--- src/rtl/dig_scan_ctrl.sv ---
// Multiplexed seven-segment digit scanner: prescaled slot timing, masked digit walk,
// per-slot blanking and frame-wrap pulse, all outputs registered.
module dig_scan_ctrl #(
  parameter int unsigned N_DIG          = 8,
  parameter int unsigned DIV            = 100000,
  parameter int unsigned BLANK          = 2,
  parameter int unsigned SEL_ACTIVE_LOW = 1,
  localparam int unsigned IDW           = (N_DIG > 1) ? $clog2(N_DIG) : 1
) (
  input  logic             clk,
  input  logic             rst,
  input  logic             en,
  input  logic [N_DIG-1:0] dig_mask,
  output logic [IDW-1:0]   dig_id,
  output logic [N_DIG-1:0] dig_sel,
  output logic             dig_blank,
  output logic             frame_start
);

  localparam int unsigned     CW       = (DIV > 1) ? $clog2(DIV) : 1;
  localparam logic [CW-1:0]   CNT_LAST = CW'(DIV - 1);
  localparam logic [N_DIG-1:0] SEL_OFF = {N_DIG{SEL_ACTIVE_LOW != 0}};

  logic [CW-1:0]    cnt;
  logic [CW-1:0]    cnt_d;
  logic [IDW-1:0]   id_d;
  logic [IDW-1:0]   nxt_id;
  logic             found;
  logic             fs_d;
  logic             lit_d;
  logic [N_DIG-1:0] sel_d;

  // Nearest enabled digit above the current one, wrapping; offset N_DIG is the current digit.
  always_comb begin : next_id_search
    int j;
    j      = 0;
    found  = 1'b0;
    nxt_id = dig_id;
    for (int k = int'(N_DIG); k >= 1; k--) begin
      j = int'(dig_id) + k;
      if (j >= int'(N_DIG)) j = j - int'(N_DIG);
      if (dig_mask[j]) begin
        found  = 1'b1;
        nxt_id = IDW'(j);
      end
    end
  end

  // Next prescaler/index state and gated select pattern.
  always_comb begin
    cnt_d = cnt;
    id_d  = dig_id;
    fs_d  = 1'b0;
    if (en) begin
      if (cnt == CNT_LAST) begin
        cnt_d = '0;
        if (found) begin
          id_d = nxt_id;
          fs_d = (nxt_id <= dig_id);
        end
      end else begin
        cnt_d = cnt + CW'(1);
      end
    end
    lit_d = en && (int'(cnt_d) >= int'(BLANK)) && dig_mask[id_d];
    sel_d = lit_d ? ((N_DIG'(1) << id_d) ^ SEL_OFF) : SEL_OFF;
  end

  always_ff @(posedge clk or negedge rst) begin
    if (!rst) begin
      cnt         <= '0;
      dig_id      <= '0;
      dig_sel     <= SEL_OFF;
      dig_blank   <= 1'b1;
      frame_start <= 1'b0;
    end else begin
      cnt         <= cnt_d;
      dig_id      <= id_d;
      dig_sel     <= sel_d;
      dig_blank   <= !lit_d;
      frame_start <= fs_d;
    end
  end

endmodule

--- config.mk ---
export PLATFORM = sky130hd
export DESIGN_NAME = dig_scan_ctrl
export DESIGN_NICKNAME = d
export VERILOG_FILES = /design/src/rtl/dig_scan_ctrl.sv
export SDC_FILE = /design/constraint.sdc
export NUM_CORES = 1
export LEC_CHECK = 0
export ABC_AREA = 1
export BUFFER_PORTS_ARGS = -buffer_cell sky130_fd_sc_hd__buf_4
export CAP_MARGIN = 40
export CORE_MARGIN = 2
export CORE_UTILIZATION = 50
export CTS_CLUSTER_DIAMETER = 80
export DETAILED_ROUTE_END_ITERATION = 16
export PLACE_DENSITY = 0.75
export SLEW_MARGIN = 5
export SYNTH_ARGS = -nofsm -noshare
export SYNTH_HDL_FRONTEND = slang
export SYNTH_SLANG_ARGS = --single-unit
--- constraint.sdc ---
create_clock -name clk -period 2.52 [get_ports clk]
set_input_delay 0.504 -clock clk [delete_from_list [all_inputs] [get_ports clk]]
set_output_delay 0.504 -clock clk [all_outputs]
set_load 0.01 [all_outputs]
==> key figures <==
Yosys
  • Syn_nets: 356
  • Synthesized netlist cell count: 339
  • Syn_area_per_cell: 7.00 µm²
  • Share of the synthesized area in the top cell type: 0.222
  • Post-synthesis mux area share: 0
  • Most area-consuming cells after synthesis: dfrtp_1 22%, nand2_1 14%, nand3_1 11%
  • Post-synthesis simple-gate area fraction: 0.476
  • Synth Area in Compound Gates: 0.0385
  • Largest family of logic cells by synthesized area: simple AND/OR/NAND/NOR gates
  • Cell area after synthesis: 2370 µm²
  • Synth warnings: 0
  • Synth Area in Adders: 0.0316
  • Dominant cell type by area after synthesis: dfrtp_1
  • Yosys cell types: 32
  • Seq/Total Area, Yosys: 0.321
  • Synth Area in XOR/XNOR: 0.0432
  • Yosys reg bits: 30

Setup path
  • Crit path largest cell delay: 400 ps
  • Critical Path Sink Type: register
  • Critical path's slowest cell: dfrtp_1
  • Buffers & Inverters on Critical Path: 3
  • R2r setup slk: 50 ps
  • Crit path kind: register to register
  • CP Max Fanout: 7
  • R2R cell count: 21
  • Crit-path cells: buf_6 -> ha_4 -> xnor2_4 -> inv_2 -> nand3_2 -> nand2_2 -> inv_2 -> nand2_2 -> nand2_1 -> nand2_1 -> nand2_2 -> nand2_2 -> nand2_4 -> nand3_4 -> nand2_4 -> nand2_1 -> nand2_1 -> nand2_2 -> nand2_4 -> nand2_2 -> nand4_1
  • R2R Path Start: dig_id[1]
  • Reg-to-Reg End: dig_sel[7]
  • Critical Path AT: 2690 ps
  • Most used cell, CP: nand2_2
  • CP startpoint kind: register
  • CP Data Required Time: 2740 ps
  • Cell family with most CP delay: simple AND/OR/NAND/NOR gates

Power
  • Power Density: 431 nW/µm²
  • Peak VDD IR: 0.000375 V
  • Leak: 1.48 nW
  • Total power: 1.33 mW

Clock network
  • CTS Buf Count: 5
  • Root Buffer Master: clkbuf_8
  • Clk slew on worst S/H paths: 60 ps
  • H-Tree Level Count: 2
  • Worst-Skew Late Latency: 280 ps
  • Sink Count: 30
  • CTS tree: built
  • Maximum clock path buffer count: 2
  • Post-CTS Hold Fix Bufs: 0

Timing
  • Final hold slack: 133 ps
  • Endpoints failing setup: 0
  • Endpoints failing hold: 0
  • Worst Skew: 3.97 ps
  • Fmax: 405 MHz
  • Fin. max-slew vios: 0
  • Slew headroom: 0.743
  • Setup ws final: 49.6 ps
  • Period minus WS final: 2470 ps
  • Final Cycle Share: 0.980
  • Worst slew pin tran: 386 ps
  • Unrepaired setup endpoints after global routing: yes

Floorplan
  • Row count: 25
  • Core area: 4660 µm²
  • Die W: 72.9 µm
  • Die ar.: 5310 µm²
  • Initial Util: 0.509
  • # IOs: 24
  • Die Ht: 72.9 µm

Drt
  • DRC Markers: 0
  • Total length of routed wires: 6270 µm
  • First-pass iteration count of the detailed router: 4
  • Via count: 2,427
  • Via-per-instance ratio: 5.48
  • Post-route ant nets: 0
  • WL/cell: 14.1 µm
  • DR iter-0 viols: 163

Place
  • Final HPWL DP: 4480 µm
  • Final GP Congestion: 0.882
  • Placement Cell Area: 2700 µm²
  • Pre-CTS WS: -146 ps
  • Port Buffers: 23

Finish
  • Layout fillers: 375
  • Area Growth Syn to Fin: 30.0%
  • Final Net Count: 405
  • Cell area after layout: 3080 µm²
  • Layout cell share with drive strength beyond 1: 0.380
  • Ant. Diodes: 0

GRT
  • Vias in the first global route: 2,290
  • Gr ovfl total: 0
  • Initial antenna violation count: 0
  • Largest net degree at the start of global routing: 31
  • First-pass GRT wire length: 9830 µm
  • Overall Global Routing Usage: 0.236

Flow run
  • Max-Cap Viols: 0

Run status
  • Run status: completed

Worst hold path
  • Hold Crit Class: input pin to async pin
==> area by class of cell <==
type | count | area [µm²] | area share
clock buffers | 7 | 86.3 | 0.0280
clock inverters | 1 | 5.00 | 0.00162
inverters | 50 | 199 | 0.0645
multi-input cells | 259 | 1640 | 0.533
flip-flops and latches | 30 | 764 | 0.248
well taps | 54 | 67.6 | 0.0219
repair buffers | 41 | 312 | 0.101
repair inverters | 1 | 7.51 | 0.00243
==> report_power, final <==
| group | leakage (nW) | internal (mW) | switching [mW] |
|---|---|---|---|
| Combinational | 1.10 | 0.110 | 0.219 |
| Sequential | 0.329 | 0.535 | 0.0602 |
| Clock | 0.0482 | 0.220 | 0.183 |
==> cell usage in the layout, fill, tap and decap left out, types with 3 or more instances in the layout <==
cell | netlist | routed
ha_4 | 0 | 3
a21oi_1 | 8 | 5
a21oi_2 | 1 | 3
nand3_2 | 2 | 17
nor2_1 | 28 | 28
nand2_4 | 6 | 9
xor2_1 | 8 | 8
dfstp_2 | 9 | 9
buf_4 | 0 | 40
nand4_1 | 14 | 14
nand2_1 | 89 | 73
inv_2 | 10 | 11
o21ai_0 | 5 | 4
clkbuf_8 | 0 | 6
dfrtp_1 | 21 | 19
inv_1 | 37 | 34
nor3_1 | 9 | 8
nand2_2 | 9 | 24
clkinv_2 | 2 | 3
nand3_1 | 51 | 36
nand3b_1 | 3 | 3
ha_1 | 6 | 3
==> per-layer routing <==
layer	part of all wire	wire length [µm]	vias to the layer above	track usage
met4	0.019	116	0	0.0823
li1	-	-	1210	-
met3	0.033	204	16	0.0470
met2	0.51	3200	65	0.403
met5	0	0	-	0
met1	0.44	2740	1136	0.296
==> registers in the layout, summed over array words and instances, names as in the netlist <==
signal,cells
dig_sel,8
dig_id,3
dig_blank,1
frame_start,1
cnt,17
==> repair_timing <==
item,CTS,global route
endpoints found under the setup margin,10,10
resized for setup,6,54
cloned,0,3
buffers inserted,0,4
pin swaps,1,17
==> synthesized netlist by cell type (all sizes together) <==
cell type  instances
o21a               1
nor2              32
nor3              11
nand2            104
o21ai              7
dfrtp             21
nand4             16
xor2               8
nor4               4
clkinv             3
dfstp              9
a21oi              9
xnor2              2
nand3             54
buf                2
inv               47
nand3b             3
ha                 6
==> kinds of logic (layout without fill, tap and decap cells) <==
logic type,Yosys count,in the layout
DFF,30,30
buffers and inverters,52,100
adders and majority gates,6,6
xor gates and xnor gates,10,10
AOI/OAI and AO/OA,17,17
and+or+nand+nor,224,226
==> how the worst max path moves through the flow <==
stage / from / end / slack [ps] / depth (start not counted)
6_report: dig_id[1] / dig_sel[7] / 50 / 21
5_1_grt: dig_id[0] / dig_sel[0] / -90 / 22
4_1_cts: dig_id[1] / frame_start / 6 / 18
3_5_place_dp: dig_id[1] / frame_start / -150 / 18
3_3_place_gp: dig_id[1] / frame_start / -50 / 18
2_1_floorplan: dig_id[1] / frame_start / 9 / 18
==> stage by stage <==
step | setup TNS, ps | instances | util
global route | -806 | 443 | 0.662
CTS | 0 | 436 | 0.604
global placement | -51.6 | 428 | 0.578
floorplan | 0 | 339 | -
detailed placement | -403 | 428 | 0.578
finish | 0 | 443 | 0.662
Power figures use the tool's default switching activity.
